===== src/rtl/cast_noc_pkg.sv =====
// Shared types for the cast NoC router: flit and one-hot VC vectors.
// Latency: n/a (types and helpers only).
// Backpressure: n/a.
package cast_noc_pkg;

   localparam int CAST_VN = 4;
   localparam int CAST_DW = 32;

   typedef logic [CAST_DW-1:0] flit_t;
   typedef logic [CAST_VN-1:0] vc_oh_t;

   localparam vc_oh_t VC_NONE = '0;

   // Index of the set bit of a one-hot VC vector (0 when none is set).
   function automatic int unsigned vc_idx(input vc_oh_t oh);
      int unsigned idx;
      idx = 0;
      for (int i = 0; i < CAST_VN; i++) begin
         if (oh[i]) idx = i;
      end
      return idx;
   endfunction

endpackage


===== src/rtl/cast_rr_arbiter.sv =====
// Round-robin arbiter: first request at or after the pointer wins, one-hot grant.
// Latency: grant is combinational from req; pointer updates on the next edge.
// Backpressure: pointer holds unless en & |req, so a stalled consumer keeps priority fixed.
module cast_rr_arbiter #(
   parameter int N = 4
) (
   input  logic         clk,
   input  logic         rst,
   input  logic [N-1:0] req,
   input  logic         en,
   output logic [N-1:0] gnt
);

   localparam int PW = (N > 1) ? $clog2(N) : 1;

   logic [PW-1:0] ptr_q;
   logic [PW-1:0] ptr_nxt;

   // Circular scan from the pointer; remember the slot after the winner.
   always_comb begin
      logic          found;
      int            s;
      logic [PW-1:0] idx;
      gnt     = '0;
      ptr_nxt = ptr_q;
      found   = 1'b0;
      s       = 0;
      idx     = '0;
      for (int i = 0; i < N; i++) begin
         s = int'(ptr_q) + i;
         if (s >= N) s = s - N;
         idx = PW'(s);
         if (!found && req[idx]) begin
            found    = 1'b1;
            gnt[idx] = 1'b1;
            ptr_nxt  = (s == N - 1) ? '0 : PW'(s + 1);
         end
      end
   end

   // Pointer advances only when a grant is actually consumed.
   always_ff @(posedge clk) begin
      if (rst) begin
         ptr_q <= '0;
      end else if (en && (|req)) begin
         ptr_q <= ptr_nxt;
      end
   end

endmodule


===== src/rtl/cast_output_port_stage.sv =====
// Link transmit stage: round-robin picks one VC flit per cycle into an output register.
// Latency: 1 cycle from ready_o[v] to the flit on data_o/vc_o/valid_o.
// Backpressure: ready_i low holds the register frozen and drops all ready_o; optional perf counters via CAST_OUT_PERF_CNT_EN.
module cast_output_port_stage
   import cast_noc_pkg::*;
#(
   parameter int VN = CAST_VN,
   parameter int DW = CAST_DW
`ifdef CAST_OUT_PERF_CNT_EN
   ,
   parameter int CNT_W = 32
`endif
) (
   input  logic                 clk,
   input  logic                 rst,
   input  logic [VN-1:0][DW-1:0] data_i,
   input  logic [VN-1:0]        valid_i,
   output logic [VN-1:0]        ready_o,
   output logic [DW-1:0]        data_o,
   output logic                 valid_o,
   output logic [VN-1:0]        vc_o,
   input  logic                 ready_i
`ifdef CAST_OUT_PERF_CNT_EN
   ,
   output logic [VN-1:0][CNT_W-1:0] tx_cnt,
   output logic [CNT_W-1:0]         stall_cnt
`endif
);

   logic [DW-1:0] data_q;
   logic [VN-1:0] vc_q;
   logic          valid_q;

   logic          send;
   logic          load_en;
   logic [VN-1:0] gnt;
   logic [DW-1:0] flit_sel;

   assign send    = valid_q & ready_i;
   assign load_en = ~valid_q | ready_i;

   cast_rr_arbiter #(.N(VN)) u_arb (
      .clk (clk),
      .rst (rst),
      .req (valid_i),
      .en  (load_en),
      .gnt (gnt)
   );

   assign ready_o = gnt & {VN{load_en & ~rst}};

   // One-hot mux of the granted VC's flit.
   always_comb begin
      flit_sel = '0;
      for (int v = 0; v < VN; v++) begin
         if (gnt[v]) flit_sel = data_i[v];
      end
   end

   // Output register: load on grant, otherwise clear valid once the flit is sent.
   always_ff @(posedge clk) begin
      if (rst) begin
         data_q  <= '0;
         vc_q    <= VN'(VC_NONE);
         valid_q <= 1'b0;
      end else if (load_en && (|gnt)) begin
         data_q  <= flit_sel;
         vc_q    <= gnt;
         valid_q <= 1'b1;
      end else if (send) begin
         valid_q <= 1'b0;
      end
   end

   assign data_o  = data_q;
   assign vc_o    = vc_q;
   assign valid_o = valid_q;

`ifdef CAST_OUT_PERF_CNT_EN
   logic [VN-1:0][CNT_W-1:0] tx_cnt_q;
   logic [CNT_W-1:0]         stall_cnt_q;

   // Per-VC sent flits and stalled cycles, wrapping at 2^CNT_W.
   always_ff @(posedge clk) begin
      if (rst) begin
         tx_cnt_q    <= '0;
         stall_cnt_q <= '0;
      end else begin
         for (int v = 0; v < VN; v++) begin
            if (send && vc_q[v]) tx_cnt_q[v] <= tx_cnt_q[v] + CNT_W'(1);
         end
         if (valid_q && !ready_i) stall_cnt_q <= stall_cnt_q + CNT_W'(1);
      end
   end

   assign tx_cnt    = tx_cnt_q;
   assign stall_cnt = stall_cnt_q;
`endif

endmodule


===== config.mk =====
export PLATFORM = sky130hd
export DESIGN_NAME = cast_output_port_stage
export DESIGN_NICKNAME = d
export VERILOG_FILES = /design/src/rtl/cast_noc_pkg.sv /design/src/rtl/cast_rr_arbiter.sv /design/src/rtl/cast_output_port_stage.sv
export SDC_FILE = /design/constraint.sdc
export NUM_CORES = 1
export LEC_CHECK = 0
export CORE_MARGIN = 1.5
export CORE_UTILIZATION = 39
export CTS_CLUSTER_SIZE = 20
export DETAILED_ROUTE_END_ITERATION = 12
export PLACE_DENSITY_LB_ADDON = 0.08
export SETUP_SLACK_MARGIN = 0.05
export SYNTH_ARGS = -nofsm -noshare
export SYNTH_HDL_FRONTEND = slang
export SYNTH_SLANG_ARGS = --single-unit

===== constraint.sdc =====
create_clock -name clk -period 4.1 [get_ports clk]
set_input_delay 0.615 -clock clk [delete_from_list [all_inputs] [get_ports clk]]
set_output_delay 0.615 -clock clk [all_outputs]
set_load 0.005 [all_outputs]

==> results of run 1 <==
path summary, 6_finish.rpt:
kind | to | startpoint
max | ready_o[0] | u_arb.ptr_q[0]
min | vc_o[0] | vc_o[0]
max reg2reg | data_o[29] | u_arb.ptr_q[0]
min reg2reg | vc_o[0] | vc_o[0]
flip-flops by register name (all words and copies together) (netlist names):
name / cells
data_o: 32
vc_o: 4
u_arb.ptr_q: 2
valid_o: 1
per-stage QoR:
step / utilization [%] / area, um2 / worst slack, ns / instances / hold WS, ns
2_1_floorplan: - / 3140 / 0.446 / 376 / 0.451
3_5_place_dp: 63.9 / 4960 / 0.226 / 634 / 0.443
5_1_grt: 65.1 / 5060 / 0.0867 / 643 / 0.475
4_1_cts: 65.0 / 5050 / 0.0540 / 642 / 0.463
3_3_place_gp: 63.9 / 4960 / 0.255 / 634 / 0.436
6_report: 65.1 / 5060 / 0.270 / 643 / 0.460
layout make-up:
cell class                 count  area (um2)
timing repair buffer         193        1880
fill                         685        2710
clock buffer                   6        72.6
sequential                    39         781
clock inverter                 2        12.5
tap                          102         128
multi-input combinational    299        2170
inverter                       2        7.51
routing by layer:
layer / vias to the layer above / global-route usage (%) / part of all wire (%)
li1: 1742 / - / -
met1: 1704 / 29.5 / 41
met2: 128 / 46.9 / 51
met3: 8 / 5.50 / 6.8
met4: 0 / 5.93 / 1.0
met5: - / 0 / 0
cells by family (layout without fill, tap and decap cells):
family / count (synthesis) / count (layout) / synth area share, %
compound gates: 181 / 181 / 44.1
xor+xnor: 1 / 1 / 0.279
fa+ha+maj: 6 / 6 / 2.39
buf+inv: 38 / 203 / 6.09
flops: 39 / 39 / 24.9
mux: 10 / 10 / 4.82
simple gates: 101 / 101 / 17.4
worst reg2reg max path, stage by stage, from the launching register on:
cell and delay [ns]:
dfxtp_1 0.34, inv_1 0.09, ha_2 0.45, mux2i_1 0.42, o22ai_1 0.14, a211oi_1 0.49
o21ai_2 0.37, o41ai_4 0.40, buf_4 0.36, a21oi_1 0.11, a211oi_2 0.25
timing repair:
action,4_1_cts,5_1_grt
gates resized for setup,0,1
buffers inserted,0,1
endpoints found under the setup margin,0,4
placed cells by master, fill, tap and decap left out, drive strengths merged, types with 2 or more instances in the layout:
master and instances:
nand3 16, ha 6, dfxtp 39, mux2i 5, buf 19, o21a 2
o211ai 15, mux4 4, a21o 36, nor2b 5, a22oi 19, nor3 4
a211oi 17, clkdlybuf4s50 174, a22o 2, o21bai 2, a211o 2, o22ai 8
nand2 9, clkbuf 6, nand2b 23, o21ai 20, a21oi 52, inv 2
nor2 25, and3 16
report_power, final:
part / leakage [nW] / internal [mW] / switching [mW]
combinational: 1.61 / 1.19 / 1.42
sequential: 0.323 / 0.522 / 0.0718
clock: 0.0412 / 0.119 / 0.146
total: 1.97 / 1.83 / 1.63
==> impl_metrics.yaml, run 1 <==
timing:
  rsz0062_at_grt: "false"
  clock_skew_ns: 0.00759
  setup_viol: 0
  min_period_over_period_pct: 93.4
  tightest_slew_ns: 0.855
  finalSetupTns_ns: 0
  hold_violations: 0
  slew_viol_final: 0
  max_freq_mhz: 261
  slew_headroom_pct: 43.0
  min_period_ns: 3.83
route:
  post_drt_wl_per_cell_um: 17.5
  viasPerCell: 5.57
  final_antenna_net_count: 0
  drc: 0
  wl_um: 11300
  firstDrtPassIters: 4
  vias: 3582
  drt_iter0_drc: 136
setup_path:
  crit_family: "buffers and inverters"
  endpoint_kind: "output pin"
  worstSetupStartpointType: "flop"
  path_buf_inv: 3
  ff2ff_path_depth: 10
  critical_path_arrival_ns: 3.21
  crit_required_ns: 3.48
  critPathMaxStageDelay_ns: 0.59
  regToRegSetupSlack_ns: 0.61
  crit_chain: "inv_1 -> ha_2 -> mux4_2 -> nor4b_4 -> buf_4 -> nand2_2 -> o21a_2 -> nor3_1 -> clkdlybuf4s50_1"
  cp.depth: 9
  path_class: "flop to output pin"
  cp_max_fo: 7
  cp_slowest_cell: "mux4_2"
clock_tree:
  clk_pin_slew_worst_paths_ns: 0.08
  clk_path_buf_depth: 2
  ctsHoldBuffers: 0
  numCtsBuffers: 5
  root_buffer: "clkbuf_8"
  cts_num_sinks: 39
  clock_latency_ns: 0.29
  h-tree-depth: 2
  cts_tree: "yes"
yosys:
  synthArstFlopShare_pct: 0
  mappedNetlistArea_um2: 3140
  synth_flop_cell: "dfxtp_1"
  yosysTopAreaCellShare_pct: 24.9
  yosysWarnings: 0
  yosys-top-cells-count: "42 x a21oi_1, 39 x dfxtp_1, 36 x a21o_1"
  synth-edff-count: 0
  synth.most_common_cell: "a21oi_1"
  yosysTopAreaCell: "dfxtp_1"
  syn_area_per_cell_um2: 8.36
  syn-num-nets: 517
  ys_types: 47
  seq_area_frac_synth_pct: 24.9
  ys_top_cells_by_area: "dfxtp_1 25%, a21o_1 8.6%, a21oi_1 6.7%"
  synth_cells: 376
  ys_seq_elements: 39
finish:
  syn2layout_area_growth_pct: 60.9
  drive_gt1_share_pct: 13.7
  final_nets: 681
  n_antenna_cell: 0
global_route:
  grt_pass1_vias: 3553
  grt_max_degree: 49
  grt-ovfl-total: 0
  antenna_found_initial: 0
  grt_pass1_wl_um: 17400
  track_usage_pct: 25.4
floorplanning:
  initial_utilization_pct: 40.4
  num_io_pins: 176
  fp.dieH_um: 92.8
  die_w_um: 92.8
  placementRows: 32
  core-area_um2: 7770
  die_area_um2: 8600
power:
  p_total_mw: 3.47
  p_per_area_nw_per_um2: 686
  p_leak_nw: 1.97
  peakVddDrop_v: 0.000401
run:
  maxCapViolCount: 0
place:
  portBuffers: 175
  dp_hpwl_um: 8230
  gp_congestion: 0.914
hold_path:
  hold_path.class: "flop to flop"
  whs_path_depth: 1
outcome:
  status: "completed"
Power figures use the tool's default switching activity.
==> inputs of run 2 (changes only) <==
--- a/config.mk
+++ b/config.mk
@@ -6,7 +6,8 @@
 export NUM_CORES = 1
 export LEC_CHECK = 0
 export CORE_MARGIN = 1.5
-export CORE_UTILIZATION = 39
+export CORE_UTILIZATION = 40
+export CTS_BUF_LIST = sky130_fd_sc_hd__clkbuf_4 sky130_fd_sc_hd__clkbuf_8
 export CTS_CLUSTER_SIZE = 20
 export DETAILED_ROUTE_END_ITERATION = 12
 export PLACE_DENSITY_LB_ADDON = 0.08
==> run 2 against run 1 <==
Register-to-register slack lost 0.05 ns. Non-clock buffer count grew 3. Cell count grew 0.31%. Design area grew 0.69%. Largest cell class unchanged. Largest power group unchanged.
==> impl_metrics.yaml, run 2 (synthesized netlist as in run 1, its figures left out) <==
outcome:
  status: "completed"
timing:
  min_period_ns: 3.88
  finalHoldWorstSlack_ns: 0.454
  finalSetupTns_ns: 0
  max_freq_mhz: 258
  rsz0062_at_grt: "false"
  tightest_slew_ns: 0.876
  clock_skew_ns: 0.00560
  hold_violations: 0
  min_period_over_period_pct: 94.6
  slew_viol_final: 0
  setup_viol: 0
  slew_headroom_pct: 41.5
route:
  post_drt_wl_per_cell_um: 17.4
  drc: 0
  vias: 3603
  final_antenna_net_count: 0
  drt_iter0_drc: 146
  viasPerCell: 5.59
  firstDrtPassIters: 4
  wl_um: 11200
global_route:
  use_met3_pct: 5.56
  grt_max_degree: 37
  grt_pass1_wl_um: 17600
  gr-max-usage-layer: "met2"
  antenna_found_initial: 0
  grt-ovfl-total: 0
  use_met1_pct: 32.3
  grt_pass1_vias: 3497
  use_met2_pct: 45.0
  track_usage_pct: 26.2
clock_tree:
  numCtsBuffers: 5
  cts_tree: "yes"
  clock_latency_ns: 0.29
  h-tree-depth: 2
  clk_path_buf_depth: 2
  root_buffer: "clkbuf_8"
  cts_num_sinks: 39
  clk_pin_slew_worst_paths_ns: 0.07
setup_path:
  crit_required_ns: 3.48
  critical_path_arrival_ns: 3.26
  ff2ff_path_depth: 11
  cp_max_fo: 6
  regToRegSetupSlack_ns: 0.56
  worstSetupStartpointType: "input port"
  endpoint_kind: "output pin"
  rr_startpoint: "u_arb.ptr_q[0]"
  path_class: "input port to output pin"
  r2r-end: "data_o[17]"
floorplanning:
  fp.dieH_um: 91.6
  core-area_um2: 7650
  die_w_um: 91.6
  initial_utilization_pct: 41.1
  num_io_pins: 176
  die_area_um2: 8400
  placementRows: 32
finish:
  drive_gt1_share_pct: 14.2
  fill_cells: 669
  largest_register_ffs: 32
  syn2layout_area_growth_pct: 62.0
  layout_common_cells: "174 x clkdlybuf4s50_1, 42 x a21oi_1, 39 x dfxtp_1, 36 x a21o_1, 24 x nor2_1"
  final_cells: 645
  final_nets: 684
  final_core_util_pct: 66.6
  layout_commonest_cell: "clkdlybuf4s50_1"
  n_antenna_cell: 0
hold_path:
  hold_path.class: "flop to flop"
  worstHoldStart: "vc_o[1]"
  whs_endpoint: "vc_o[1]"
  whs_path_depth: 1
place:
  portBuffers: 175
  dpl.cell_count: 636
  dp_hpwl_um: 8150
  gp_congestion: 0.874
power:
  p_per_area_nw_per_um2: 690
  p_sw_share_pct: 46.8
  power_switching_mw: 1.64
  p_clk_share_pct: 7.8
  pwr-share-seq_pct: 16.8
  pwr-share-comb_pct: 75.4
  p_int_mw: 1.87
  p_leak_nw: 2.00
  peakVddDrop_v: 0.000314
  p_total_mw: 3.52
run:
  maxCapViolCount: 0
-- run 2: cell count changes in the layout (fill, tap and decap cells not counted) --
| cell | before | now |
|---|---|---|
| buf_4 | 18 | 21 |
| clkbuf_8 | 5 | 6 |
| ha_2 | 1 | 0 |
| clkinvlp_4 | 1 | 0 |
| clkbuf_1 | 1 | 0 |
| ha_4 | 0 | 1 |
-- run 2: timing repair --
item                       4_1_cts  5_1_grt
pin swaps                        1        1
setup endpoints to repair        1        4
resized for setup                0        2
hold buffers                     0        0
setup buffers                    0        2
-- run 2: worst max-delay path by stage --
stage              startpoint          to  slack [ns]  cells after the start
2_1_floorplan  u_arb.ptr_q[1]  ready_o[2]        0.45                     10
3_3_place_gp       valid_i[2]  ready_o[0]        0.31                      7
3_5_place_dp       valid_i[2]  ready_o[0]        0.19                      7
4_1_cts        u_arb.ptr_q[0]  ready_o[0]        0.08                      8
5_1_grt        u_arb.ptr_q[0]  ready_o[3]        0.08                      9
6_report           valid_i[2]  ready_o[3]        0.22                      8
-- run 2: power groups by stage --
stage | Clock, mW | Sequential [mW] | Combinational (mW)
2_1_floorplan | 0 | 0.611 | 1.77
3_3_place_gp | 0 | 0.593 | 2.58
3_5_place_dp | 0 | 0.596 | 2.63
4_1_cts | 0.281 | 0.591 | 2.64
5_1_grt | 0.291 | 0.608 | 2.89
6_report | 0.274 | 0.591 | 2.65
-- run 2: cell type report --
class	count	area [um2]	area share [%]
Clock inverter	1	5.00	0.0983
Sequential cell	39	781	15.3
Timing Repair Buffer	196	1900	37.4
Clock buffer	6	82.6	1.62
Tap cell	102	128	2.51
Inverter	2	7.51	0.147
Multi-Input combinational cell	299	2180	42.9
-- run 2: stage by stage --
| step | instance area, um2 | setup WS, ns |
|---|---|---|
| detailed placement | 4980 | 0.193 |
| CTS | 5060 | 0.0795 |
| global placement | 4980 | 0.312 |
| floorplan | 3140 | 0.446 |
| finish | 5090 | 0.221 |
| global route | 5090 | 0.0820 |
-- run 2: worst max-delay path: stages --
cell and delay, ns:
clkdlybuf4s50_1 0.51, mux4_2 0.59, nor4b_4 0.43, buf_4 0.19, nand2_2 0.06, o21a_1 0.12
nor3_1 0.20, clkdlybuf4s50_1 0.56
-- run 2: routing by layer --
metal  routed length [um]  share of wire, %  up-vias
met5                    0                 0        -
met4                  218               1.9        0
met3                  661               5.9       16
met2                 5620                50      134
met1                 4710                42     1706
li1                     -                 -     1747
